<file path="src/rtl/cpu_pkg.sv">
// Shared pipeline constants and the hazard controller's state type.
package cpu_pkg;

  localparam int unsigned REGW = 4;
  localparam logic [REGW-1:0] R15_ADDR = 4'b1111;

  typedef enum logic {
    IDLE   = 1'b0,
    MCBUSY = 1'b1
  } hz_state_t;

endpackage

</file>
<file path="src/rtl/lu_detect.sv">
// Combinational load-use detector: the decode instruction needs a register
// that the load currently in EX has not yet produced.
module lu_detect
  import cpu_pkg::*;
(
  input  logic            id_valid,
  input  logic [REGW-1:0] idop1,
  input  logic [REGW-1:0] idop2,
  input  logic            id_r15use,
  input  logic            ex_load,
  input  logic [REGW-1:0] exwrite1,
  output logic            lu
);

  always_comb begin
    lu = id_valid & ex_load &
         ((exwrite1 == idop1) | (exwrite1 == idop2) |
          (id_r15use & (exwrite1 == R15_ADDR)));
  end

endmodule

</file>
<file path="src/rtl/hazard_stall_ctrl.sv">
// Pipeline stall/flush controller: load-use bubbles, MUL/DIV EX occupancy and
// taken-branch flushes. Define HAZARD_STATS_EN to add stall/flush counters.
module hazard_stall_ctrl
  import cpu_pkg::*;
#(
  parameter int unsigned MC_LAT = 4
) (
  input  logic            clk,
  input  logic            rst,
  input  logic            id_valid,
  input  logic [REGW-1:0] idop1,
  input  logic [REGW-1:0] idop2,
  input  logic            id_r15use,
  input  logic            ex_load,
  input  logic [REGW-1:0] exwrite1,
  input  logic            ex_mc_start,
  input  logic            branch_taken,
  output logic            pc_stall,
  output logic            ifid_stall,
  output logic            ifid_flush,
  output logic            idex_bubble,
  output logic            ex_hold,
  output logic            mc_busy
`ifdef HAZARD_STATS_EN
  ,
  output logic [15:0]     stall_cycles,
  output logic [15:0]     flush_count
`endif
);

  localparam logic [3:0] MC_INIT = 4'(MC_LAT - 1);

  hz_state_t  state_q, state_d;
  logic [3:0] cnt_q, cnt_d;
  logic       armed_q;
  logic       lu;

  lu_detect u_lu_detect (
    .id_valid  (id_valid),
    .idop1     (idop1),
    .idop2     (idop2),
    .id_r15use (id_r15use),
    .ex_load   (ex_load),
    .exwrite1  (exwrite1),
    .lu        (lu)
  );

  // armed_q holds every output low during reset and the first cycle after it.
  always_ff @(posedge clk or posedge rst) begin
    if (rst) begin
      state_q <= IDLE;
      cnt_q   <= '0;
      armed_q <= 1'b0;
    end else begin
      state_q <= state_d;
      cnt_q   <= cnt_d;
      armed_q <= 1'b1;
    end
  end

  always_comb begin
    state_d     = state_q;
    cnt_d       = cnt_q;
    pc_stall    = 1'b0;
    ifid_stall  = 1'b0;
    ifid_flush  = 1'b0;
    idex_bubble = 1'b0;
    ex_hold     = 1'b0;
    mc_busy     = 1'b0;
    if (armed_q) begin
      unique case (state_q)
        IDLE: begin
          // Branch beats MUL/DIV start (illegal combo) and load-use (squashed).
          if (branch_taken) begin
            ifid_flush  = 1'b1;
            idex_bubble = 1'b1;
          end else if (ex_mc_start) begin
            ex_hold    = 1'b1;
            pc_stall   = 1'b1;
            ifid_stall = 1'b1;
            mc_busy    = 1'b1;
            state_d    = MCBUSY;
            cnt_d      = MC_INIT;
          end else if (lu) begin
            pc_stall    = 1'b1;
            ifid_stall  = 1'b1;
            idex_bubble = 1'b1;
          end
        end
        MCBUSY: begin
          ex_hold    = 1'b1;
          pc_stall   = 1'b1;
          ifid_stall = 1'b1;
          mc_busy    = 1'b1;
          if (cnt_q <= 4'd1) begin
            state_d = IDLE;
            cnt_d   = '0;
          end else begin
            cnt_d = cnt_q - 4'd1;
          end
        end
        default: begin
          state_d = IDLE;
          cnt_d   = '0;
        end
      endcase
    end
  end

`ifdef HAZARD_STATS_EN
  logic [15:0] stall_q, flush_q;

  always_ff @(posedge clk or posedge rst) begin
    if (rst) begin
      stall_q <= '0;
      flush_q <= '0;
    end else begin
      if (pc_stall && (stall_q != '1)) stall_q <= stall_q + 16'd1;
      if (ifid_flush && (flush_q != '1)) flush_q <= flush_q + 16'd1;
    end
  end

  assign stall_cycles = stall_q;
  assign flush_count  = flush_q;
`endif

endmodule

</file>
<file path="config.mk">
export PLATFORM = sky130hd
export DESIGN_NAME = hazard_stall_ctrl
export DESIGN_NICKNAME = d
export VERILOG_FILES = /design/src/rtl/cpu_pkg.sv /design/src/rtl/lu_detect.sv /design/src/rtl/hazard_stall_ctrl.sv
export SDC_FILE = /design/constraint.sdc
export NUM_CORES = 1
export LEC_CHECK = 0
export ABC_AREA = 1
export BUFFER_PORTS_ARGS = -buffer_cell sky130_fd_sc_hd__buf_2
export CAP_MARGIN = 25
export CORE_MARGIN = 2
export CORE_UTILIZATION = 45
export DETAILED_ROUTE_END_ITERATION = 12
export PLACE_DENSITY = 0.75
export SLEW_MARGIN = 20
export SYNTH_ARGS = -nofsm -noshare
export SYNTH_HDL_FRONTEND = slang
export SYNTH_HIERARCHICAL = 1
export SYNTH_SLANG_ARGS = --single-unit
export TNS_END_PERCENT = 1
</file>
<file path="constraint.sdc">
create_clock -name clk -period 2.5 [get_ports clk]
set_input_delay 0.5 -clock clk [delete_from_list [all_inputs] [get_ports clk]]
set_output_delay 0.5 -clock clk [all_outputs]
set_load 0.01 [all_outputs]
</file>
; ---- Word-level counts from Yosys, hierarchy flattened
; Index checks and enable logic that the tools add are counted.
[op_classes]
reduce_logical = 1
n_bitwise = 6
magnitude_cmp = 1
muxes = 22
addsub = 1
n_eq_ne = 5
[op_table]
columns = op, n
row1 = 1-bit two-way mux, 15
row2 = 4-bit two-way mux, 3
row3 = 4-bit == test, 2
row4 = 4-bit case mux with 2 select lines, 1
row5 = 1-bit case mux with 2 select lines, 3
row6 = 4-bit == test (second input constant), 1
row7 = 4-bit by 1-bit <= comparator with 1-bit output (second input constant), 1
row8 = 2-bit inequality test (second input constant), 2
row9 = 4-bit by 1-bit subtractor with 4-bit output (second input constant), 1
row10 = 1-bit bitwise AND, 3
row11 = 3-bit AND reduction, 1
row12 = 1-bit OR, 2
row13 = 1-bit NOT, 1
[word_totals]
word_cells = 39
out_inout_bits = 6
ff_bits = 6

; ---- Longest topological paths before layout
[logic_depth]
depth_word = 9
ltp_mapped = 11

; ---- Hierarchy
; Netlist, hierarchy kept.
[by_module_without_submodules]
columns = module, area_each_um2, n_inst, cells_each
row1 = hazard_stall_ctrl, 402.9, 1, 52
row2 = lu_detect, 192.7, 1, 50

; ---- Worst setup path before layout
; No wires, ideal clock.
[synth_timing]
path_kind = in2out
from = input exwrite1[1]
to = output pc_stall
t_arrival_ns = 1.240
required_time_ns = 2.000
cell_stages = 9
path_buffers = 1
slack_ns = 0.760
cell_sequence = inv_2 -> nor3_1 -> nand2_1 -> nand3_1 -> nand2_1 -> inv_1 -> nand3_1 -> nand2_1 -> buf_4
[synth_between]
elab_chain_cells = 9
elab_cells_between_ends = 12
classes_between = 3 x eq/ne / 5 x mux / 4 x bitwise
[synth_rtl]
columns = element, line
row1 = "start, declared", hazard_stall_ctrl.sv:15  ; input logic [REGW-1:0] exwrite1,
row2 = 4-bit == test (on tied branches), "lu_detect.sv:17, lu_detect.sv:18"
row3 = 1-bit OR / 1-bit bitwise AND (equally long branches), "lu_detect.sv:17, lu_detect.sv:18"
row4 = 1-bit OR (*), lu_detect.sv:17  ; ((exwrite1 == idop1) | (exwrite1 == idop2) |
row5 = 1-bit bitwise AND (*), lu_detect.sv:16  ; lu = id_valid & ex_load &
row6 = via lu, hazard_stall_ctrl.sv:36  ; logic lu;
row7 = 1-bit two-way mux (*) (3 in series), --
row8 = 1-bit case mux with 2 select lines (*), --
row9 = 1-bit two-way mux (*), --
row10 = "end, declared", hazard_stall_ctrl.sv:18  ; output logic pc_stall,
; The timed path passes the listed nets; every way through them passes the cells marked *.

; ---- Final worst setup path
[layout_timing]
from = input exwrite1[1]
to = output idex_bubble
[layout_between]
elab_chain_cells = 9
elab_cells_between_ends = 12
classes_between = 3 x eq/ne / 5 x mux / 4 x bitwise
[layout_rtl]
columns = element, line
row1 = 4-bit == test (on tied branches), "lu_detect.sv:17, lu_detect.sv:18"
row2 = 1-bit OR / 1-bit bitwise AND (equally long branches), "lu_detect.sv:17, lu_detect.sv:18"
row3 = 1-bit OR (*), lu_detect.sv:17
row4 = 1-bit bitwise AND (*), lu_detect.sv:16
row5 = via lu, hazard_stall_ctrl.sv:36
row6 = 1-bit two-way mux (*), hazard_stall_ctrl.sv:84  ; end else if (lu) begin
row7 = 1-bit two-way mux (*), hazard_stall_ctrl.sv:77  ; end else if (ex_mc_start) begin
row8 = 1-bit two-way mux (*), hazard_stall_ctrl.sv:74  ; if (branch_taken) begin
row9 = 1-bit two-way mux (*), hazard_stall_ctrl.sv:71  ; unique case (state_q)
row10 = 1-bit two-way mux (*), hazard_stall_ctrl.sv:70  ; if (armed_q) begin
row11 = "end, declared", hazard_stall_ctrl.sv:21  ; output logic idex_bubble,
; Marks and branches as above.

==> metrics.md <==
| Metric | Value |
|---|---|
| Status | finished clean |
| Initial antenna violation count | 0 |
| Final Hold Vio Count | 0 |
| GRT overflow | 0 |
| Worst Path Arrival | 1.43 ns |
| Peak VDD IR | 263 uV |
| Vias in the first global route | 561 |
| Max Clk Rate | 518 MHz |
| Avg Cell Area, Syn | 5.84 sq um |
| Vias/cell | 4.44 |
| Part of the power in registers | 0.314 |
| Leak | 0.489 nW |
| Startpoint Class | input port |
| Worst-Skew Late Latency | 0.23 ns |
| Die Area | 0.00163 sq mm |
| Layout cell share with drive strength beyond 1 | 0.299 |
| Flops & latches, synth | 6 |
| CTS tree | built |
| RSZ-0062 raised after global routing | false |
| Switching Fraction | 0.440 |
| CP Launch Point | exwrite1[1] |
| Nets | 150 |
| DRC Markers | 0 |
| Synthesized area | 596 sq um |
| Max Cap Viol | 0 |
| Count of input and output buffers | 24 |
| Critical Path Most Common Cell | nand2_1 |
| Io pins | 25 |
| Int Power | 0.303 mW |
| H-tree Lvls | 1 |
| # rows | 13 |
| Inserted Clock Buffers | 3 |
| Finished Layout Cells | 142 |
| Core Area | 0.00127 sq mm |
| Wire length per cell | 8.29 microns |
| Worst path cell trace | buf_2 > inv_2 > nand2_1 > nand2_1 > nor2_1 > nand2_1 > nand3_1 > nand2_1 > inv_1 > o21ai_0 > nor2_1 > buf_2 |
| ANT cells | 0 |
| Yosys cell types | 19 |
| Clk_skew | 0.00127 ns |
| Reg-to-Reg Start | cnt_q[0] |
| Initial core utilization | 0.469 |
| Fin Hold WS | 0.164 ns |
| Cell family with most CP delay | simple AND/OR/NAND/NOR gates |
| Comb power frac | 0.533 |
| # setup viols final | 0 |
| DP HPWL | 1020 microns |
| Post-Synthesis Cells | 102 |
| DRT iter0 DRCs | 15 |
| Post-CTS setup buffers | 0 |
| Longest Clk Path Bufs | 2 |
| FF-to-FF End | cnt_q[1] |
| Gr usage total | 0.173 |
| Post-CTS Hold Buffers | 0 |
| Placed cell count | 139 |
| CP Class | input port to output port |
| Sequential share of the synthesized area | 0.252 |
| Pwr Total | 0.540 mW |
| Place WS | 0.594 ns |
| Net Sw Power | 0.237 mW |
| Final period util | 0.772 |
| # clock sinks | 6 |
| Die W | 40.4 microns |
| Worst-path clk slew | 0.04 ns |
| Final Max Tran Viols | 0 |
| CP bufs+invs | 4 |
| DR vias | 631 |
| Min setup slack post-route | 0.569 ns |
| Layout area overhead | 24.6% |
| Crit Path Max Fanout | 3 |
| Clock root cell | clkbuf_4 |
| DR pass1 iterations | 4 |
| Detailed Route WL | 1180 microns |
| Synth warnings | 6 |
| Hold Crit Class | input port to async pin |
| Global-route wire length before repair | 1950 microns |
| Reg-to-reg slack, setup | 1.17 ns |
| Final Critical Period | 1.93 ns |
| Post-cts gate resize count | 0 |
| Largest net degree at the start of global routing | 7 |
| Crit-path max cell delay | 0.17 ns |
| Setup crit end kind | output port |
| P per Cell Area | 728 mW/mm^2 |
| Slowest cell on the critical path | o21ai_0 |
| Cell count of the worst reg-to-reg path | 5 |
| Die Ht | 40.4 microns |
| Post-synthesis net count | 123 |
| Gp weighted congestion | 0.790 |
| Clock share of power | 0.153 |
| WP data required | 2.00 ns |
| Post-DRT Antenna Nets | 0 |
| Setup TNS | 0 ns |
==> cell families after synthesis <==
logic type / synth area share
adders and majority gates: 0.0420
other: 0.00630
AOI/OAI and AO/OA: 0.0693
xor gates and xnor gates: 0.0147
buffers and inverters: 0.166
and+or+nand+nor: 0.450
DFF: 0.252
==> placed cells by master (no fill, tap or decap), drive strengths merged <==
master and n:
ha 2, a21oi 1, xor2 1, o21ai 5
conb 1, nand4 1, inv 21, nand2 43
dfrtp 6, buf 24, nor2 12, clkbuf 3
o211ai 1, nand3 5, nor3 1
==> synth_stat cells <==
cell type   n  area share
nor3_1      1      0.0084
o211ai_1    1       0.013
inv_1      15       0.095
xor2_1      1       0.015
nand2_4     3       0.057
nor2_1     11       0.069
a21oi_2     1       0.015
buf_4       2       0.025
o21ai_1     1      0.0084
ha_1        2       0.042
nand3_1     5       0.042
dfrtp_1     6        0.25
inv_6       1       0.015
o21ai_0     4       0.034
nand2_1    40        0.25
nand4_1     1       0.011
nor2_2      1       0.011
inv_2       5       0.032
conb_1      1      0.0063
==> through the flow <==
stage	util	instance area [sq um]
2_1_floorplan	-	596
3_3_place_gp	0.567	719
3_5_place_dp	0.567	719
4_1_cts	0.585	742
5_1_grt	0.585	742
6_report	0.585	742
==> worst register-to-register path, delay by kind of cell, from the launching register on <==
family                   cells  cell delay [ns]
buffers and inverters        1             0.10
flip-flops                   1             0.37
AO/OA/AOI/OAI                2             0.44
AND/OR/NAND/NOR              1             0.11
adder cells (fa/ha/maj)      1             0.24
==> state kept, by name, indices dropped and copies added (netlist names) <==
register  count
cnt_q         4
armed_q       1
state_q       1
==> routing by layer <==
layer	track usage	vias up	wire length, microns
li1	-	350	-
met1	0.188	268	511
met2	0.353	13	637
met3	0	0	28
met4	0.0500	0	0
met5	0	-	0
==> power groups by stage <==
stage	Sequential [mW]	Combinational, mW	Clock [mW]
global placement	0.170	0.281	0
finish	0.170	0.288	0.0826
global route	0.176	0.331	0.0886
CTS	0.169	0.292	0.0850
detailed placement	0.170	0.291	0
floorplan	0.163	0.228	0
==> area by class of cell <==
type	count	area, sq um
flip-flops and latches	6	150
inverters	21	83.8
well taps	15	18.8
clock buffers	3	22.5
fillers	126	527
repair buffers	24	120
multi-input cells	73	347
==> how the worst max path moves through the flow <==
stage | endpoint | slack [ns] | cells past startpoint
after floorplan | pc_stall | 0.76 | 9
after global placement | pc_stall | 0.61 | 12
after detailed placement | idex_bubble | 0.59 | 12
after CTS | idex_bubble | 0.58 | 12
after global routing | ifid_stall | 0.46 | 12
final | idex_bubble | 0.57 | 12
Power figures use the tool's default switching activity.
